## config.mk

```make
export PLATFORM = sky130hd
export DESIGN_NAME = mux_n_para_1_reg_flat
export DESIGN_NICKNAME = d
export VERILOG_FILES = /design/src/rtl/mux_n_para_1_reg_if.sv /design/src/rtl/mux_n_para_1_reg.sv /design/src/flat_wrapper.sv
export SDC_FILE = /design/constraint.sdc
export NUM_CORES = 1
export LEC_CHECK = 0
export CORE_MARGIN = 2
export CORE_UTILIZATION = 40
export CTS_BUF_LIST = sky130_fd_sc_hd__clkbuf_4 sky130_fd_sc_hd__clkbuf_8 sky130_fd_sc_hd__clkbuf_16
export DETAILED_ROUTE_END_ITERATION = 16
export GPL_TIMING_DRIVEN = 0
export HOLD_SLACK_MARGIN = 0.06
export MAX_ROUTING_LAYER = met4
export PLACE_DENSITY = 0.85
export SLEW_MARGIN = 20
export SYNTH_ARGS = -nofsm -noshare
export SYNTH_HDL_FRONTEND = slang
export SYNTH_SLANG_ARGS = --single-unit
```

## constraint.sdc

```tcl
create_clock -name clk -period 4.3 [get_ports clk]
set_clock_uncertainty 0.05 [all_clocks]
set_input_delay 0.86 -clock clk [delete_from_list [all_inputs] [get_ports clk]]
set_output_delay 0.86 -clock clk [all_outputs]
set_load 0.1 [all_outputs]
```

## src/rtl/mux_n_para_1_reg_if.sv

```systemverilog
// mux_n_para_1_reg_if: channel inputs, selector controls and output handshake of the registered N:1 mux
interface mux_n_para_1_reg_if #(
  parameter int WIDTH = 8,
  parameter int N_ENT = 4
);
  localparam int SEL_W = $clog2(N_ENT);
  logic [N_ENT*WIDTH-1:0] in_data;
  logic [N_ENT-1:0]       in_valid;
  logic [N_ENT-1:0]       in_ready;
  logic [SEL_W-1:0]       sel;
  logic                   modo;
  logic [WIDTH-1:0]       out_data;
  logic                   out_valid;
  logic                   out_ready;
  logic [SEL_W-1:0]       out_src;
  modport master (
    output in_data, in_valid, sel, modo, out_ready,
    input  in_ready, out_data, out_valid, out_src
  );
  modport slave (
    input  in_data, in_valid, sel, modo, out_ready,
    output in_ready, out_data, out_valid, out_src
  );
endinterface

```

## src/rtl/mux_n_para_1_reg.sv

```systemverilog
// mux_n_para_1_reg: registered N:1 valid/ready mux with fixed-select or round-robin arbitration
module mux_n_para_1_reg #(
  parameter int WIDTH = 8,
  parameter int N_ENT = 4
) (
  input logic               clk,
  input logic               rst_n,
  mux_n_para_1_reg_if.slave bus
);
  localparam int SEL_W = $clog2(N_ENT);
  logic [SEL_W-1:0] ptr, grant, rr_idx, next_ptr;
  logic rr_hit, sel_ok, has_grant, can_load, xfer;
  // scan downward so the last hit written is the first valid channel at or after ptr
  always_comb begin
    rr_hit = 1'b0;
    rr_idx = '0;
    for (int i = N_ENT-1; i >= 0; i--) begin
      if (bus.in_valid[(int'(ptr) + i) % N_ENT]) begin
        rr_hit = 1'b1;
        rr_idx = SEL_W'((int'(ptr) + i) % N_ENT);
      end
    end
  end
  assign can_load     = !bus.out_valid || bus.out_ready;
  assign sel_ok       = int'(bus.sel) < N_ENT;
  assign grant        = bus.modo ? rr_idx : bus.sel;
  assign has_grant    = bus.modo ? rr_hit : sel_ok;
  assign bus.in_ready = (rst_n && has_grant && can_load) ? N_ENT'(1) << grant : '0;
  assign xfer         = |(bus.in_valid & bus.in_ready);
  assign next_ptr     = (grant == SEL_W'(N_ENT-1)) ? '0 : grant + 1'b1;
  always_ff @(posedge clk or negedge rst_n) begin
    if (!rst_n) begin
      bus.out_valid <= 1'b0;
      bus.out_data  <= '0;
      bus.out_src   <= '0;
      ptr           <= '0;
    end else begin
      if (can_load) bus.out_valid <= xfer;
      if (xfer) begin
        bus.out_data <= bus.in_data[grant*WIDTH +: WIDTH];
        bus.out_src  <= grant;
        if (bus.modo) ptr <= next_ptr;
      end
    end
  end
endmodule
```

## src/flat_wrapper.sv

```systemverilog
// flat-port wrapper written by rule: the top's interface ports become plain ports
module mux_n_para_1_reg_flat 
#(
  parameter int WIDTH = 8,
  parameter int N_ENT = 4
)
  (clk, rst_n, bus_in_data, bus_in_valid, bus_sel, bus_modo, bus_out_ready, bus_in_ready, bus_out_data, bus_out_valid, bus_out_src);
  mux_n_para_1_reg_if #(.WIDTH(WIDTH), .N_ENT(N_ENT)) bus_i ();
  input logic clk;
  input logic rst_n;
  input wire logic [$bits(bus_i.in_data)-1:0] bus_in_data;
  input wire logic [$bits(bus_i.in_valid)-1:0] bus_in_valid;
  input wire logic [$bits(bus_i.sel)-1:0] bus_sel;
  input wire logic [$bits(bus_i.modo)-1:0] bus_modo;
  input wire logic [$bits(bus_i.out_ready)-1:0] bus_out_ready;
  output wire logic [$bits(bus_i.in_ready)-1:0] bus_in_ready;
  output wire logic [$bits(bus_i.out_data)-1:0] bus_out_data;
  output wire logic [$bits(bus_i.out_valid)-1:0] bus_out_valid;
  output wire logic [$bits(bus_i.out_src)-1:0] bus_out_src;
  assign bus_i.in_data = bus_in_data;
  assign bus_i.in_valid = bus_in_valid;
  assign bus_i.sel = bus_sel;
  assign bus_i.modo = bus_modo;
  assign bus_i.out_ready = bus_out_ready;
  assign bus_in_ready = bus_i.in_ready;
  assign bus_out_data = bus_i.out_data;
  assign bus_out_valid = bus_i.out_valid;
  assign bus_out_src = bus_i.out_src;
  mux_n_para_1_reg #(.WIDTH(WIDTH), .N_ENT(N_ENT)) u_core (.clk(clk), .rst_n(rst_n), .bus(bus_i));
endmodule
```

---- After elaboration in Yosys (flattened, before gate mapping) ----
Index checks and enable logic that the tools add are counted.
cells by class
  reduce and logical (&&, ||, !) cells .... 9
  order comparisons ....................... 4
  shift operators ......................... 2
  muxes and demuxes ....................... 23
  add/sub/neg operators ................... 4
  bitwise logic cells ..................... 4
  equality and inequality tests ........... 1
operator list
  cell                                                count
  indexed part select 32 x 6 -> 8 bit                 1
  < comparator 3 x 4 -> 1 bit, second input constant  3
  2-to-1 mux 1 bit                                    12
  2-to-1 mux 2 bit                                    6
  binary-select mux 1 bit (select 2 bit)              4
  OR reduction 2 bit                                  3
  adder 2 x 1 -> 2 bit, second input constant         2
  adder 2 bit, second input constant                  2
  bitwise AND 4 bit                                   1
  2-to-1 mux 4 bit                                    1
  OR reduction 4 bit                                  1
  left shift 1 x 2 -> 4 bit, first input constant     1
  bitwise AND 1 bit, first input constant             3
  < comparator 2 x 3 -> 1 bit, second input constant  1
  == test 2 bit, second input constant                1
  logical AND 1 bit                                   2
  AND reduction 2 bit                                 1
  logical NOT 1 bit                                   1
  logical OR 1 bit                                    1
word-level totals
  logic and storage cells ................. 51
  output and inout bits ................... 15
  bits in registers ....................... 13
  bits of input ports ..................... 42

---- Logic depth before layout (Yosys ltp) ----
Gate-level depths: netlist of the first run.
  depth after elaboration ................. 17
  depth in mapped cells ................... 13
  depth with buffers taken out ............ 9

---- Worst setup path after synthesis of the first run ----
OpenSTA, ideal clock, no wires.
  path type ............................... in2out
  from .................................... input bus_modo
  to ...................................... output bus_in_ready[0]
  buffers on the path ..................... 1
  stages on the path ...................... 4
  data required time ...................... 3.390 ns
  data arrival time ....................... 2.872 ns
  setup slack ............................. 0.518 ns
  cell sequence ........................... buf_2 -> a221oi_2 -> nand2_2 -> nor2_1
between the ends
  longest elaborated chain between the ends .. 4
  elaborated cells between the ends (all ways) .. 6
  classes of those cells .................. 1 x shift; 3 x mux; 2 x reduce/logical
RTL lines
  element                         line                    text
  start: declaration              flat_wrapper.sv:14      input wire logic [$bits(bus_i.modo)-1:0] bus_modo;
  2-to-1 mux 1 bit                mux_n_para_1_reg.sv:27  assign has_grant = bus.modo ? rr_hit : sel_ok;
  logical AND 1 bit (2 in a row)  mux_n_para_1_reg.sv:28  assign bus.in_ready = (rst_n && has_grant && can_load) ? N_ENT'(1) << grant : '0;
  2-to-1 mux 4 bit *              mux_n_para_1_reg.sv:28
  end: declaration                flat_wrapper.sv:16      output wire logic [$bits(bus_i.in_ready)-1:0] bus_in_ready;
Mark *: on every way between the ends. The rest lies on a longest branch, timed or not.

---- Worst setup path after layout of the first run ----
  from .................................... input bus_modo
  to ...................................... output bus_in_ready[2]
Same word-level chain as after synthesis.

==> impl_metrics.json, run 1 <==
{
  "synth_area_mm2": 0.00105,
  "cts-root-buf": "clkbuf_4",
  "yosys_warnings": 0,
  "grt_pass1_vias": 1037,
  "seqPwrFrac": 0.183,
  "finalMaxSlewViolations": 0,
  "antenna_found_initial": 0,
  "reg2reg_setup_slack_ns": 1.44,
  "clkPwrFrac": 0.065,
  "grt_max_degree": 15,
  "slew_headroom": 0.346,
  "firstDrtPassIters": 4,
  "grt_setup_unrepaired": "no",
  "die_x_um": 55.4,
  "numCtsBuffers": 3,
  "tightest_slew_ns": 0.978,
  "r2r_start": "u_core.ptr[0]",
  "internal-power_mw": 0.510,
  "status": "finished clean",
  "setup_viol": 0,
  "dieArea_mm2": 0.00306,
  "syn_avg_cell_area_um2": 9.02,
  "synth.most_common_cell": "nand2_1",
  "ant_nets": 0,
  "cts_max_level": 1,
  "port_buffers": 56,
  "synth_top_cell_by_area": "dfrtp_1",
  "globalplace.congestion": 0.849,
  "clock_path_buffers": 2,
  "grt-ovfl-total": 0,
  "fin_ws_ns": 0.285,
  "synth_edf_count": 0,
  "coreArea_mm2": 0.00248,
  "start_util": 0.426,
  "ys_ff_latch": 13,
  "min_period_over_period": 0.934,
  "post-place-ws_ns": -0.421,
  "rr_worst_depth": 12,
  "rows": 18,
  "io_pins": 57,
  "fmax_mhz": 249,
  "vias_per_cell": 5.15,
  "hold_depth": 1,
  "first_iter_violations": 27,
  "cp.arrival_ns": 3.11,
  "cts_sinks": 13,
  "crit_required_ns": 3.39,
  "period_needed_ns": 4.02,
  "min_path_type": "reg2reg",
  "critical_path_class": "in2out",
  "ys.flop_type": "dfrtp_1",
  "hold_violations": 0,
  "drt-total-wl_mm": 3.10,
  "switching_power_mw": 0.702,
  "pwr-share-comb": 0.752,
  "syn_nets": 161,
  "track_usage": 0.212,
  "cts.clk_slew.worst_paths_ns": 0.07,
  "p_leak_nw": 0.721,
  "tritoncts": "built",
  "start_kind": "input port",
  "hpwl_mm": 2.46,
  "synth_area_leaders": "dfrtp_1 (31%), nand2_1 (9.3%), mux2_4 (8.5%)",
  "r2r-end": "u_core.bus.out_data[0]",
  "max-vdd-ir-drop_v": 0.000778,
  "sw_frac_of_total": 0.579,
  "end_kind": "output pin",
  "avgRoutedWirePerCell_um": 15.0,
  "vias": 1067,
  "drc": 0,
  "area_growth_pct": 59.1,
  "syn_inst": 117,
  "synth.distinct_cells": 39,
  "worstHoldEndpoint": "u_core.bus.out_data[3]",
  "power_density_mw_per_mm2": 723,
  "ys_seq_area_frac": 0.308,
  "synth_common_cells": "nand2_1 (26), dfrtp_1 (13), a21oi_1 (9), a32oi_1 (8), mux2_4 (6)",
  "synth_top_area_frac": 0.308,
  "setup_tns_ns": 0,
  "drive_above_1_share": 0.186,
  "die_h_um": 55.4,
  "final_net_count": 222,
  "crit_fanout": 11,
  "min_from": "u_core.bus.out_data[3]",
  "ys_async_sr_fraction": 1.00,
  "maxCapViolations": 0,
  "antenna_cells": 0,
  "grt_pass1_wl_mm": 5.05,
  "insertion_delay_ns": 0.27
}
sequential cells by signal, summed over array words and instances (netlist names):
name,count
u_core.ptr,2
u_core.bus.out_src,2
u_core.bus.out_valid,1
u_core.bus.out_data,8
per-layer routing:
layer	wire, µm	vias to the layer above	GRT usage	share of wire
met5	0	-	-	0
met4	13	0	0.0592	0.0042
met3	120	2	0.0164	0.039
met2	1480	28	0.320	0.48
met1	1490	493	0.307	0.48
li1	-	544	-	-
kinds of logic (layout without fill, tap and decap cells):
kind of cell	count (synthesis)	after routing	share of synthesized area
AO/OA/AOI/OAI	35	35	0.263
buffers and inverters	15	75	0.0913
adder cells (fa/ha/maj)	2	2	0.0237
multiplexers	12	12	0.147
flip-flops	13	13	0.308
AND/OR/NAND/NOR	40	40	0.166
worst max path at each step:
stage,end,start,cells after the start
2_1_floorplan,bus_in_ready[0],bus_modo,4
5_1_grt,bus_in_ready[2],bus_in_valid[1],10
6_report,bus_in_ready[2],bus_modo,10
3_5_place_dp,bus_in_ready[0],rst_n,6
3_3_place_gp,bus_in_ready[2],bus_modo,10
4_1_cts,bus_in_ready[2],bus_in_valid[1],10
power groups by stage:
stage | registers [mW] | logic [mW] | clock network [mW]
after global placement | 0.217 | 0.900 | 0
final | 0.222 | 0.911 | 0.0793
after detailed placement | 0.224 | 0.910 | 0
after floorplan | 0.596 | 0.311 | 0
after global routing | 0.229 | 0.953 | 0.0864
after CTS | 0.222 | 0.913 | 0.0836
cell usage in the layout, fill, tap and decap left out, types with 3 or more instances in the layout:
cell             netlist  layout
clkdlybuf4s50_1        0      51
nand2_1               26      26
dfrtp_1               13      13
a21oi_1                9       9
a32oi_1                8       8
mux2_4                 6       6
buf_2                  3       5
inv_1                  5       5
nor2_1                 4       4
clkbuf_4               0       4
nor2b_1                3       3
a31oi_1                3       3
mux2_2                 3       3
through the flow:
step	area [µm²]	instances	utilization	power (mW)	hold slack (ns)
after floorplan	1050	117	-	0.907	0.514
after global placement	1650	203	0.667	1.12	0.443
after detailed placement	1650	203	0.667	1.13	0.447
after CTS	1690	207	0.681	1.22	0.466
after global routing	1680	207	0.677	1.27	0.475
final	1680	207	0.677	1.21	0.467
worst max-delay path, stage by stage:
cell and delay (ns):
clkdlybuf4s50_1 0.49, buf_2 0.23, o2111ai_1 0.14, and3_2 0.25
buf_6 0.15, inv_4 0.10, buf_6 0.16, ha_1 0.17
and2_1 0.12, buf_2 0.42
area by class of cell:
type,instances,area [µm²]
sequential,13,325
clock buffer,4,30.0
timing repair buffer,56,556
multi-input combinational,89,633
tap,30,37.5
fill,206,800
inverter,7,28.8
buffer,8,67.6
repair_timing:
action | CTS | global route
endpoints found under the hold margin | 0 | 0
hold buffers | 0 | 0
setup endpoints to repair | 4 | 4
resized for setup | 12 | 5
setup buffers | 0 | 0
Power figures use the tool's default switching activity.
==> run 2: changes to the inputs <==
CORE_ASPECT_RATIO = 0.75   (was default)
SKIP_LAST_GASP = 1   (was default)
==> impl_metrics.json, run 2 (same netlist as run 1, synthesis figures left out) <==
{
  "numCtsBuffers": 3,
  "dpl_cell_area_mm2": 0.00166,
  "vias": 1118,
  "first_iter_violations": 39,
  "track_usage": 0.225,
  "critical_path_class": "in2out",
  "globalplace.congestion": 0.795,
  "cts.clk_slew.worst_paths_ns": 0.08,
  "r2r_start": "u_core.ptr[0]",
  "firstDrtPassIters": 4,
  "drc": 0,
  "status": "finished clean",
  "max-vdd-ir-drop_v": 0.000394,
  "p_leak_nw": 0.719,
  "min_path_type": "reg2reg",
  "fin_ws_ns": 0.146,
  "dieArea_mm2": 0.00307,
  "die_x_um": 63.3,
  "finalMaxSlewViolations": 0,
  "min_period_over_period": 0.966,
  "coreArea_mm2": 0.00256,
  "cts_max_level": 1,
  "insertion_delay_ns": 0.28,
  "postLayoutCellArea_mm2": 0.00169,
  "vias_per_cell": 5.25,
  "crit_path_max_incr_delay_ns": 0.55,
  "crit_required_ns": 3.39,
  "die_h_um": 48.5,
  "power_density_mw_per_mm2": 716,
  "hold_violations": 0,
  "largest_reg_flops": 8,
  "maxCapViolations": 0,
  "slew_headroom": 0.339,
  "cp.arrival_ns": 3.24,
  "rows": 16,
  "min_from": "u_core.bus.out_data[5]",
  "post-place-ws_ns": -0.450,
  "antenna_cells": 0,
  "drive_above_1_share": 0.186,
  "setup_viol": 0,
  "ant_nets": 0,
  "drt-total-wl_mm": 3.18,
  "top_register": "u_core.bus.out_data",
  "worst_hold_slack_ns": 0.460,
  "crit_top_cell": "buf_6",
  "cts-root-buf": "clkbuf_4",
  "grt-ovfl-total": 0,
  "crit_slowest_cell": "clkdlybuf4s15_2",
  "final_cells": 213,
  "reg_top3": "u_core.bus.out_data (8), u_core.bus.out_src (2), u_core.ptr (2)",
  "tightest_slew_ns": 0.989,
  "grt_max_degree": 15,
  "grt_pass1_vias": 1121,
  "final_net_count": 222,
  "dp_cells": 209,
  "port_buffers": 56,
  "grt_pass1_wl_mm": 5.24,
  "final_cell_mix": "clkdlybuf4s50_1 (51), nand2_1 (26), dfrtp_1 (13)",
  "grt_setup_unrepaired": "no",
  "cts_setup_buffers": 0,
  "crit_fanout": 11,
  "clock_path_buffers": 2,
  "start_util": 0.412,
  "area_growth_pct": 60.4,
  "fmax_mhz": 241,
  "period_needed_ns": 4.15,
  "avgRoutedWirePerCell_um": 14.9,
  "cp-startpoint": "bus_modo",
  "cts_sinks": 13,
  "hpwl_mm": 2.40,
  "tritoncts": "built",
  "io_pins": 57,
  "utilization": 0.660,
  "path_cells": "clkdlybuf4s50_1 > buf_2 > o2111ai_1 > and3_2 > buf_6 > inv_4 > buf_6 > ha_1 > and2_1 > clkdlybuf4s15_2",
  "n_fill_cell": 236,
  "start_kind": "input port",
  "antenna_found_initial": 0,
  "layout_commonest_cell": "clkdlybuf4s50_1",
  "end_kind": "output pin",
  "postCtsHoldBufs": 0
}
[run 2: changes by cell type in the layout (fill, tap and decap cells not counted), sizes merged]
cell,change
clkdlybuf4s15,+1
buf,-1
[run 2: worst paths after layout]
path | to | slack, ns | cells after the start
setup / recovery | bus_in_ready[3] | 0.15 | 10
setup reg to reg | u_core.bus.out_src[1] | 1.39 | 12
min in group asynchronous | u_core.bus.out_data[2] | 0.51 | 1
hold reg to reg | u_core.bus.out_data[5] | 0.46 | 1
max in group asynchronous | u_core.bus.out_src[1] | 3.31 | 1
hold / removal | u_core.bus.out_data[5] | 0.46 | 1
[run 2: report_power, final]
| part | internal (mW) | switching (mW) |
|---|---|---|
| registers | 0.182 | 0.0362 |
| clock network | 0.0424 | 0.0407 |
| logic | 0.286 | 0.624 |
| total | 0.511 | 0.701 |
[run 2: layout make-up]
type	count	area, µm²	share of cell area
plain buffers	8	67.6	0.0399
clock buffers	4	30.0	0.0178
inverters	7	28.8	0.0170
multi-input cells	89	633	0.374
flip-flops and latches	13	325	0.192
well taps	36	45.0	0.0266
repair buffers	56	562	0.332
[run 2: per-stage QoR]
| stage | setup TNS [ns] | power, mW |
|---|---|---|
| CTS | 0 | 1.22 |
| global placement | -1.47 | 1.12 |
| detailed placement | -1.67 | 1.13 |
| finish | 0 | 1.21 |
| floorplan | 0 | 0.907 |
| global route | 0 | 1.27 |
[run 2: what timing repair did]
action,CTS,global route
endpoints found under the hold margin,0,0
gates cloned,0,0
pin swaps,0,0
gates resized for setup,12,3
endpoints found under the setup margin,4,3
[run 2: worst max-delay path, delay by kind of cell]
family | cells | cell delay [ns]
buf+inv | 6 | 1.69
fa+ha+maj | 1 | 0.17
simple gates | 2 | 0.37
compound gates | 1 | 0.15
[run 2: routing by layer]
metal  wire [µm]  GRT usage  up-vias
met5           0          -        -
met4          19     0.0616        0
met3         294     0.0860        2
met2        1480      0.344       50
met1        1390      0.281      522
li1            -          -      544
